==> config.mk <==
export PLATFORM = sky130hd
export DESIGN_NAME = program_loader
export DESIGN_NICKNAME = d
export VERILOG_FILES = /design/src/rtl/program_loader.sv
export SDC_FILE = /design/constraint.sdc
export NUM_CORES = 1
export LEC_CHECK = 0
export BUFFER_PORTS_ARGS = -buffer_cell sky130_fd_sc_hd__buf_2
export CORE_MARGIN = 2
export CORE_UTILIZATION = 50
export CTS_BUF_LIST = sky130_fd_sc_hd__clkbuf_4 sky130_fd_sc_hd__clkbuf_8
export CTS_CLUSTER_DIAMETER = 50
export CTS_CLUSTER_SIZE = 14
export DETAILED_ROUTE_END_ITERATION = 16
export PLACE_DENSITY = 0.7
export SYNTH_ARGS = -nofsm -noshare
export SYNTH_HDL_FRONTEND = slang
export SYNTH_SLANG_ARGS = --single-unit
export TNS_END_PERCENT = 20
==> constraint.sdc <==
create_clock -name clk_in -period 3.5 [get_ports clk_in]
set_input_delay 0.35 -clock clk_in [delete_from_list [all_inputs] [get_ports clk_in]]
set_output_delay 0.35 -clock clk_in [all_outputs]
set_load 0.005 [all_outputs]
==> src/rtl/program_loader.sv <==
// Writer side of the instruction BRAM: assembles a length-prefixed, XOR-checksummed byte stream
// into 32-bit words and keeps the controller in reset until a verified program is loaded.
module program_loader #(
    parameter int INSTRUCTION_WIDTH = 32,
    parameter int INSTRUCTION_COUNT = 512,
    parameter int TIMEOUT_CYCLES    = 1_000_000
) (
    input  logic                                 clk_in,
    input  logic                                 rst_in,
    input  logic                                 start_in,
    input  logic [7:0]                           byte_in,
    input  logic                                 byte_valid_in,
    output logic                                 byte_ready_out,
    output logic                                 wr_en_out,
    output logic [$clog2(INSTRUCTION_COUNT)-1:0] wr_addr_out,
    output logic [INSTRUCTION_WIDTH-1:0]         wr_data_out,
    output logic                                 ctrl_rst_out,
    output logic                                 busy_out,
    output logic                                 done_out,
    output logic                                 error_out,
    output logic [1:0]                           error_code_out,
    output logic [15:0]                          instr_count_out
);

    localparam int AW = $clog2(INSTRUCTION_COUNT);
    localparam int TW = $clog2(TIMEOUT_CYCLES) + 1;

    localparam logic [2:0] S_IDLE   = 3'd0;
    localparam logic [2:0] S_LEN_HI = 3'd1;
    localparam logic [2:0] S_LEN_LO = 3'd2;
    localparam logic [2:0] S_DATA   = 3'd3;
    localparam logic [2:0] S_CHECK  = 3'd4;
    localparam logic [2:0] S_DONE   = 3'd5;
    localparam logic [2:0] S_ERROR  = 3'd6;

    localparam logic [1:0] ERR_NONE     = 2'b00;
    localparam logic [1:0] ERR_LENGTH   = 2'b01;
    localparam logic [1:0] ERR_CHECKSUM = 2'b10;
    localparam logic [1:0] ERR_TIMEOUT  = 2'b11;

    logic [2:0]                   state_q, state_d;
    logic [7:0]                   len_hi_q, len_hi_d;
    logic [15:0]                  count_q, count_d;
    logic [15:0]                  idx_q, idx_d;
    logic [1:0]                   byte_cnt_q, byte_cnt_d;
    logic [23:0]                  word_q, word_d;
    logic [7:0]                   csum_q, csum_d;
    logic [TW-1:0]                timer_q, timer_d;
    logic                         wr_en_q, wr_en_d;
    logic [AW-1:0]                wr_addr_q, wr_addr_d;
    logic [INSTRUCTION_WIDTH-1:0] wr_data_q, wr_data_d;
    logic [1:0]                   err_code_q, err_code_d;

    logic        busy;
    logic        consume;
    logic        timeout;
    logic [15:0] len_n;

    assign busy    = (state_q == S_LEN_HI) || (state_q == S_LEN_LO) ||
                     (state_q == S_DATA)   || (state_q == S_CHECK);
    assign consume = busy && byte_valid_in;
    assign timeout = busy && !consume && (timer_q == TW'(TIMEOUT_CYCLES - 1));
    assign len_n   = {len_hi_q, byte_in};

    always_comb begin
        state_d    = state_q;
        len_hi_d   = len_hi_q;
        count_d    = count_q;
        idx_d      = idx_q;
        byte_cnt_d = byte_cnt_q;
        word_d     = word_q;
        csum_d     = csum_q;
        wr_en_d    = 1'b0;
        wr_addr_d  = wr_addr_q;
        wr_data_d  = wr_data_q;
        err_code_d = err_code_q;
        // The idle timer only runs mid-load and is zero whenever a byte lands.
        timer_d    = (busy && !consume) ? timer_q + TW'(1) : '0;

        case (state_q)
            S_IDLE, S_DONE, S_ERROR: begin
                if (start_in) begin
                    state_d    = S_LEN_HI;
                    err_code_d = ERR_NONE;
                    idx_d      = '0;
                    csum_d     = '0;
                    byte_cnt_d = '0;
                end
            end
            S_LEN_HI: begin
                if (consume) begin
                    len_hi_d = byte_in;
                    state_d  = S_LEN_LO;
                end
            end
            S_LEN_LO: begin
                if (consume) begin
                    count_d = len_n;
                    if (len_n > 16'(INSTRUCTION_COUNT)) begin
                        state_d    = S_ERROR;
                        err_code_d = ERR_LENGTH;
                    end else if (len_n == 16'd0) begin
                        state_d = S_CHECK;
                    end else begin
                        state_d = S_DATA;
                    end
                end
            end
            S_DATA: begin
                if (consume) begin
                    csum_d     = csum_q ^ byte_in;
                    byte_cnt_d = byte_cnt_q + 2'd1;
                    word_d     = {word_q[15:0], byte_in};
                    if (byte_cnt_q == 2'd3) begin
                        wr_en_d   = 1'b1;
                        wr_data_d = {word_q, byte_in};
                        wr_addr_d = idx_q[AW-1:0];
                        idx_d     = idx_q + 16'd1;
                        if (idx_q == count_q - 16'd1) begin
                            state_d = S_CHECK;
                        end
                    end
                end
            end
            S_CHECK: begin
                if (consume) begin
                    if (byte_in == csum_q) begin
                        state_d = S_DONE;
                    end else begin
                        state_d    = S_ERROR;
                        err_code_d = ERR_CHECKSUM;
                    end
                end
            end
            default: state_d = S_IDLE;
        endcase

        if (timeout) begin
            state_d    = S_ERROR;
            err_code_d = ERR_TIMEOUT;
        end
    end

    always_ff @(posedge clk_in) begin
        if (rst_in) begin
            state_q    <= S_IDLE;
            len_hi_q   <= '0;
            count_q    <= '0;
            idx_q      <= '0;
            byte_cnt_q <= '0;
            word_q     <= '0;
            csum_q     <= '0;
            timer_q    <= '0;
            wr_en_q    <= 1'b0;
            wr_addr_q  <= '0;
            wr_data_q  <= '0;
            err_code_q <= ERR_NONE;
        end else begin
            state_q    <= state_d;
            len_hi_q   <= len_hi_d;
            count_q    <= count_d;
            idx_q      <= idx_d;
            byte_cnt_q <= byte_cnt_d;
            word_q     <= word_d;
            csum_q     <= csum_d;
            timer_q    <= timer_d;
            wr_en_q    <= wr_en_d;
            wr_addr_q  <= wr_addr_d;
            wr_data_q  <= wr_data_d;
            err_code_q <= err_code_d;
        end
    end

    // Only a verified program releases the controller; every other state holds it in reset.
    assign byte_ready_out  = busy;
    assign busy_out        = busy;
    assign done_out        = (state_q == S_DONE);
    assign error_out       = (state_q == S_ERROR);
    assign ctrl_rst_out    = (state_q != S_DONE);
    assign error_code_out  = err_code_q;
    assign instr_count_out = count_q;
    assign wr_en_out       = wr_en_q;
    assign wr_addr_out     = wr_addr_q;
    assign wr_data_out     = wr_data_q;

endmodule

==> results of run 1 <==
metal layers:
metal / share of wire / routed length (um) / vias up
met2: 0.48 / 7060 / 137
met4: 0.016 / 230 / 0
li1: - / - / 2785
met3: 0.047 / 700 / 15
met5: 0 / 0 / -
met1: 0.46 / 6850 / 2631
power breakdown:
part           leakage, nW  total (mW)  switching, mW  internal, mW
logic                 1.32       0.792          0.470         0.322
registers             1.15        1.80          0.124          1.68
clock network        0.213        1.45          0.632         0.818
worst max-delay path: cells and delay by family, from the launching register on:
family / cells / cell delay [ns]
AND/OR/NAND/NOR: 4 / 1.21
AO/OA/AOI/OAI: 3 / 0.77
flip-flops: 1 / 0.43
logic make-up after synthesis:
group                    synth area share
XOR/XNOR                           0.0913
AND/OR/NAND/NOR                     0.255
AO/OA/AOI/OAI                       0.138
buffers and inverters              0.0491
adder cells (fa/ha/maj)           0.00779
flip-flops                          0.442
multiplexers                       0.0171
flip-flops by register name, indices dropped and copies added, names as in the netlist, 8 cells and up:
register	cells
wr_data_out	32
word_q	24
timer_q	21
idx_q	16
instr_count_out	16
wr_addr_out	9
csum_q	8
len_hi_q	8
cell usage in the layout (no fill, tap or decap), types with 15 or more instances in the layout:
master,count
nor2_1,71
nand2_1,192
xor2_1,37
buf_2,75
xnor2_1,30
clkbuf_8,19
a21oi_1,101
dfxtp_1,142
nor3_1,15
nand3_1,20
layout make-up:
cell class              instances  area (um^2)
inverters                      10         37.5
clock inverters                12          184
fillers                      1175         5320
repair buffers                 83          435
clock buffers                  19          262
multi-input cells             591         3270
well taps                     172          215
flip-flops and latches        142         2840
worst max-delay path by stage:
stage | endpoint | depth (start not counted) | start
floorplan | state_q[2] | 8 | instr_count_out[2]
global placement | state_q[2] | 7 | instr_count_out[4]
detailed placement | state_q[2] | 7 | instr_count_out[4]
CTS | state_q[2] | 7 | instr_count_out[4]
global route | idx_q[15] | 7 | state_q[2]
finish | state_q[2] | 7 | instr_count_out[5]
metrics by stage:
step,util,instances
floorplan,-,805
global placement,0.541,998
detailed placement,0.541,998
CTS,0.577,1029
global route,0.577,1029
finish,0.577,1029
==> flow_summary.json, run 1 <==
{
  "avgSynthCellArea_um2": 7.98,
  "hold_path.class": "input pin to flop",
  "crit_path_frequent_cell": "nand4_1",
  "antenna_found_initial": 0,
  "cts_buffer_depth": 2,
  "yosys-top-cells-area": "dfxtp_1, nand2_1, a21oi_1",
  "post_drt_wl_per_cell_um": 14.4,
  "post-route-period-util": 0.699,
  "crit_slowest_cell": "dfxtp_1",
  "synth_cells": 805,
  "maxSlewHeadroom": 0.510,
  "path_cells": "nor4_2, nand4_1, or3_1, a2111oi_2, nand4_1, o21ai_2, a32o_1",
  "gp_congestion": 0.927,
  "clk_pin_slew_ns": 0.09,
  "peakVddDrop_uv": 260,
  "worstSetupPathType": "flop to flop",
  "maxCapViolCount": 0,
  "antenna_cells": 0,
  "route.detailed.drc": 0,
  "die_y_um": 117,
  "ys_top_cells_by_count": "nand2_1, dfxtp_1, a21oi_1",
  "numClockSinks": 142,
  "post_cts_buffers": 0,
  "io_buffers": 76,
  "ios": 77,
  "area_growth_pct": 12.7,
  "ant_nets": 0,
  "required_ns": 3.89,
  "status": "finished, final reports clean",
  "rsz0062_at_grt": "no",
  "hold_buffers": 0,
  "gr-max-usage-layer": "met2",
  "synth.most_common_cell": "nand2_1",
  "hp-start": "byte_in[0]",
  "path_max_fanout": 9,
  "rr_startpoint": "instr_count_out[5]",
  "grt_use_met3": 0.0491,
  "gr-usage-all-layers": 0.218,
  "crit_path_max_incr_delay_ns": 0.43,
  "numCtsBuffers": 17,
  "ys_warn_count": 0,
  "p_leak_nw": 2.68,
  "setup_ws_ns": 1.05,
  "netlist_area_um2": 6430,
  "grt_max_degree": 71,
  "htreeDepth": 4,
  "fin_area_um2": 7250,
  "met2_usage": 0.354,
  "critPathCaptureType": "flop",
  "drive_above_1_share": 0.149,
  "synth_fp_nets": 821,
  "die_x_um": 117,
  "synth_top_cell_area_share": 0.442,
  "r2r_setup_slack_ns": 1.05,
  "ys_seq_elements": 142,
  "fin_nets": 861,
  "critPathLaunchType": "flop",
  "dp_hpwl_um": 10500,
  "setup_viol": 0,
  "worst_skew_pair.late_latency_ns": 0.44,
  "vias_per_cell": 5.41,
  "core-area_um2": 12600,
  "synthDistinctLibCells": 59,
  "post_cts_resized": 0,
  "synth_seq_area_share": 0.442,
  "grt_overflow_total": 0,
  "hold_viol": 0,
  "async_reset_ff_frac": 0,
  "clock-root-buffer": "clkbuf_8",
  "post-route-min-period_ns": 2.45,
  "worst_slew_pin_slew_ns": 0.735,
  "die_area_um2": 13800,
  "grt_pass1_vias": 5160,
  "critPathArrivalTime_ns": 2.84,
  "synth_ff_type": "dfxtp_1",
  "setup-tns-final_ns": 0,
  "max_freq_ghz": 0.409,
  "whs_ns": 0.234,
  "synth_top_area_cell": "dfxtp_1",
  "rows": 41,
  "rr_endpoint": "state_q[2]",
  "gr-usage-met1": 0.288,
  "grt_first_pass_wirelength_um": 24800,
  "cellPowerDensity_nw_per_um2": 558,
  "dr.first_iter.drc_count": 358,
  "dp_slack_ns": 1.07,
  "p_total_mw": 4.04,
  "drv_slew": 0,
  "hold_end": "wr_data_out[0]",
  "placed_area_um2": 6800,
  "vias": 5568,
  "drtPass1Iterations": 6,
  "hold_depth": 3,
  "cts_tree": "yes",
  "synth-edff-count": 0,
  "initial_core_util": 0.511,
  "drt-total-wl_um": 14800,
  "reg2regPathDepth": 7,
  "fin_skew_ns": 0.0194
}
Power figures use the tool's default switching activity.
==> inputs of run 2 (changes only) <==
Clock period 3.5 ns to 2.49 ns, I/O delays scaled along.
==> flow_summary.json, run 2 (synthesis results as in run 1) <==
{
  "maxCapViolCount": 0,
  "rr_endpoint": "state_q[2]",
  "hold_path.class": "input pin to flop",
  "dr.first_iter.drc_count": 461,
  "p_total_mw": 5.47,
  "instances_no_fill": 1042,
  "status": "finished, final reports clean",
  "placedCellCount": 1012,
  "grt_first_pass_wirelength_um": 25700,
  "die_area_um2": 13800,
  "io_buffers": 76,
  "worst_slew_pin_slew_ns": 0.758,
  "worstSetupPathType": "flop to flop",
  "grt_overflow_total": 0,
  "ant_nets": 0,
  "final-seq-area_um2": 2850,
  "setup_viol": 0,
  "hold_viol": 0,
  "vias_per_cell": 5.48,
  "cellPowerDensity_nw_per_um2": 749,
  "setup_ws_ns": 0.214,
  "post-route-period-util": 0.914,
  "fin_area_um2": 7300,
  "hold_depth": 3,
  "die_y_um": 117,
  "hold_buffers": 0,
  "cts_buffer_depth": 2,
  "mostFrequentLayoutCells": "nand2_1, dfxtp_1, a21oi_1, buf_2, nor2_1",
  "required_ns": 2.88,
  "multi_input_area_um2": 3290,
  "max_freq_ghz": 0.439,
  "largest_register_ff_count": 32,
  "drtPass1Iterations": 6,
  "ios": 77,
  "clock-root-buffer": "clkbuf_8",
  "r2r_setup_slack_ns": 0.21,
  "reg2regPathDepth": 7,
  "antenna_found_initial": 0,
  "nFillCells": 1144,
  "die_x_um": 117,
  "rows": 41,
  "grt_pass1_vias": 5343,
  "route.detailed.drc": 0,
  "post-route-min-period_ns": 2.28,
  "p_leak_nw": 2.75,
  "post_drt_wl_per_cell_um": 14.9,
  "numClockSinks": 142,
  "critPathLaunchType": "flop",
  "initial_core_util": 0.511,
  "hold_end": "wr_data_out[0]",
  "whs_ns": 0.138,
  "antenna_cells": 0,
  "gp_congestion": 0.869,
  "dp_slack_ns": 0.159,
  "critPathCaptureType": "flop",
  "numCtsBuffers": 17,
  "gr-usage-all-layers": 0.228,
  "worst_skew_pair.late_latency_ns": 0.44,
  "grt_max_degree": 51,
  "fin_nets": 876,
  "hp-start": "byte_in[0]",
  "rr_startpoint": "instr_count_out[10]",
  "setup-tns-final_ns": 0,
  "drive_above_1_share": 0.166,
  "dp_hpwl_um": 11000,
  "drt-total-wl_um": 15500,
  "fin_skew_ns": 0.0109,
  "crit_start": "instr_count_out[10]",
  "placed_area_um2": 6910,
  "cts_tree": "yes",
  "area_growth_pct": 13.6,
  "drv_slew": 0,
  "path_max_fanout": 5,
  "clk_pin_slew_ns": 0.07,
  "core-area_um2": 12600,
  "final_core_util": 0.581,
  "final_common_cell": "nand2_1",
  "vias": 5706,
  "maxSlewHeadroom": 0.495,
  "peakVddDrop_uv": 334,
  "critPathArrivalTime_ns": 2.66,
  "htreeDepth": 4
}
[run 2: cell count changes in the layout (fill, tap and decap cells not counted), sizes merged]
cell / previous run / this run
clkinv: 1 / 3
clkinvlp: 4 / 0
buf: 83 / 98
bufinv: 4 / 1
inv: 13 / 11
clkbuf: 19 / 24
[run 2: report_power, final]
group	internal [mW]	switching, mW
clock	0.915	0.817
sequential	2.36	0.136
combinational	0.524	0.715
[run 2: layout make-up]
class,instances,share of cell area
timing repair buffer,98,0.0750
clock inverter,5,0.00788
tap,172,0.0295
clock buffer,24,0.0427
sequential,142,0.390
inverter,10,0.00514
multi-input combinational,591,0.450
[run 2: worst max path at each step]
stage                  to  cells past startpoint
2_1_floorplan  state_q[2]                      8
3_3_place_gp   state_q[0]                      9
3_5_place_dp   state_q[0]                      9
4_1_cts        state_q[2]                      9
5_1_grt        state_q[0]                      7
6_report       state_q[2]                      7
[run 2: routing by layer]
| metal | track usage | vias to the layer above | wire (um) |
|---|---|---|---|
| li1 | - | 2821 | - |
| met1 | 0.308 | 2725 | 7250 |
| met2 | 0.354 | 133 | 7190 |
| met3 | 0.0550 | 27 | 772 |
| met4 | 0.0828 | 0 | 283 |
| met5 | 0 | - | 0 |
[run 2: worst max-delay path: stages, from the launching register on]
cell,delay [ns]
dfxtp_1,0.38
nor4_4,0.31
nand4_1,0.19
or3_1,0.42
a2111oi_2,0.35
nand4_1,0.20
o21ai_2,0.19
a32o_1,0.18
[run 2: repair_timing]
item / CTS / global route
gates resized for setup: 0 / 5
setup endpoints to repair: 0 / 3
buffers inserted: 0 / 1
==> inputs of run 3 (changes only) <==
Settings changed: MAX_ROUTING_LAYER from default to met4.
==> flow_summary.json, run 3 (synthesis results as in run 1) <==
{
  "io_buffers": 76,
  "post-route-min-period_ns": 2.33,
  "switching_share": 0.298,
  "nFillCells": 1149,
  "maxSlewHeadroom": 0.509,
  "core-area_um2": 12600,
  "gp_congestion": 0.876,
  "status": "finished, final reports clean",
  "cts_buffer_depth": 2,
  "ios": 77,
  "hold_buffers": 0,
  "met2_usage": 0.371,
  "grt_max_degree": 73,
  "vias": 5672,
  "setup_viol": 0,
  "worst_slew_pin_slew_ns": 0.736,
  "post_cts_buffers": 0,
  "fin_nets": 876,
  "critPathArrivalTime_ns": 2.73,
  "p_leak_nw": 2.79,
  "worst_skew_pair.late_latency_ns": 0.45,
  "die_y_um": 117,
  "critPathCaptureType": "flop",
  "peakVddDrop_uv": 327,
  "numCtsBuffers": 17,
  "dp_hpwl_um": 11100,
  "hold_viol": 0,
  "clock-root-buffer": "clkbuf_8",
  "pwr-share-clk": 0.353,
  "reg2regPathDepth": 7,
  "placedCellCount": 1013,
  "dr.first_iter.drc_count": 397,
  "drive_above_1_share": 0.167,
  "cellPowerDensity_nw_per_um2": 783,
  "numClockSinks": 142,
  "rows": 41,
  "rsz0062_at_grt": "yes",
  "maxCapViolCount": 0,
  "hold_depth": 3,
  "largest_register_ff_count": 32,
  "initial_core_util": 0.511,
  "post-route-period-util": 0.936,
  "multi_input_area_um2": 3290,
  "required_ns": 2.89,
  "vias_per_cell": 5.43,
  "die_area_um2": 13800,
  "final-seq-area_um2": 2850,
  "ant_nets": 0,
  "grt_pass1_vias": 5361,
  "drtPass1Iterations": 5,
  "die_x_um": 117,
  "route.detailed.drc": 0,
  "p_sw_mw": 1.72,
  "final_common_cell": "nand2_1",
  "grt_overflow_total": 0,
  "instances_no_fill": 1044,
  "area_growth_pct": 14.9,
  "htreeDepth": 4,
  "post_drt_wl_per_cell_um": 15.1,
  "clk_pin_slew_ns": 0.08,
  "grt_use_met3": 0.0433,
  "pwr-share-comb": 0.217,
  "antenna_cells": 0,
  "gr-max-usage-layer": "met2",
  "cts_tree": "yes",
  "dp_slack_ns": 0.148,
  "gr-usage-met1": 0.313,
  "drt-total-wl_um": 15800,
  "critPathLaunchType": "flop",
  "antenna_found_initial": 0,
  "hold_path.class": "input pin to flop",
  "power_frac_seq": 0.430,
  "post_cts_resized": 0,
  "max_freq_ghz": 0.429,
  "setup_ws_ns": 0.160,
  "grt_first_pass_wirelength_um": 26400,
  "worstSetupPathType": "flop to flop",
  "final_core_util": 0.587,
  "path_max_fanout": 9,
  "mostFrequentLayoutCells": "nand2_1, dfxtp_1, a21oi_1, buf_2, nor2_1",
  "p_int_mw": 4.06,
  "fin_skew_ns": 0.00824,
  "gr-usage-all-layers": 0.239,
  "drv_slew": 0
}
[run 3: cell types whose count changed in the layout (fill, tap and decap cells not counted), sizes merged]
cell and change:
bufinv +3, clkinv +1, clkbuf -3, clkinvlp +1
[run 3: worst paths after layout]
kind	to	slack [ns]	start
worst max-delay path	state_q[2]	0.16	instr_count_out[3]
worst max register to register	state_q[2]	0.16	instr_count_out[3]
worst min register to register	wr_addr_out[5]	0.45	wr_addr_out[5]
worst min-delay path	wr_data_out[7]	0.12	byte_in[7]
[run 3: layer usage]
layer | share of wire | vias up
met5 | 0 | -
met4 | 0.020 | 0
met3 | 0.043 | 23
met2 | 0.46 | 147
met1 | 0.48 | 2686
li1 | - | 2816
[run 3: power by group through the flow]
stage,clock [mW],sequential [mW],combinational [mW]
after floorplan,0,2.48,0.967
after global placement,0,2.52,1.20
after detailed placement,0,2.53,1.22
after CTS,2.07,2.48,1.23
after global routing,2.17,2.50,1.40
final,2.04,2.49,1.25
[run 3: final cells by class]
class | count | share of cell area
sequential | 142 | 0.385
clock inverter | 10 | 0.0217
timing repair buffer | 98 | 0.0742
multi-input combinational | 591 | 0.446
tap | 172 | 0.0292
inverter | 10 | 0.00508
clock buffer | 21 | 0.0383
[run 3: per-stage QoR]
stage | hold slack, ns | instance area, um^2 | setup TNS [ns] | total power, mW
2_1_floorplan | 0.430 | 6430 | 0 | 3.45
3_3_place_gp | 0.441 | 6910 | 0 | 3.73
3_5_place_dp | 0.448 | 6910 | 0 | 3.75
4_1_cts | 0.105 | 7360 | 0 | 5.77
5_1_grt | 0.129 | 7380 | -0.00183 | 6.07
6_report | 0.123 | 7380 | 0 | 5.78
[run 3: critical path, stage by stage, from the launching register on]
cell      delay, ns
dfxtp_1        0.44
or4_4          0.48
or4_1          0.53
o211ai_1       0.11
a22o_1         0.18
nand4_1        0.17
o21ai_2        0.18
a32o_1         0.19
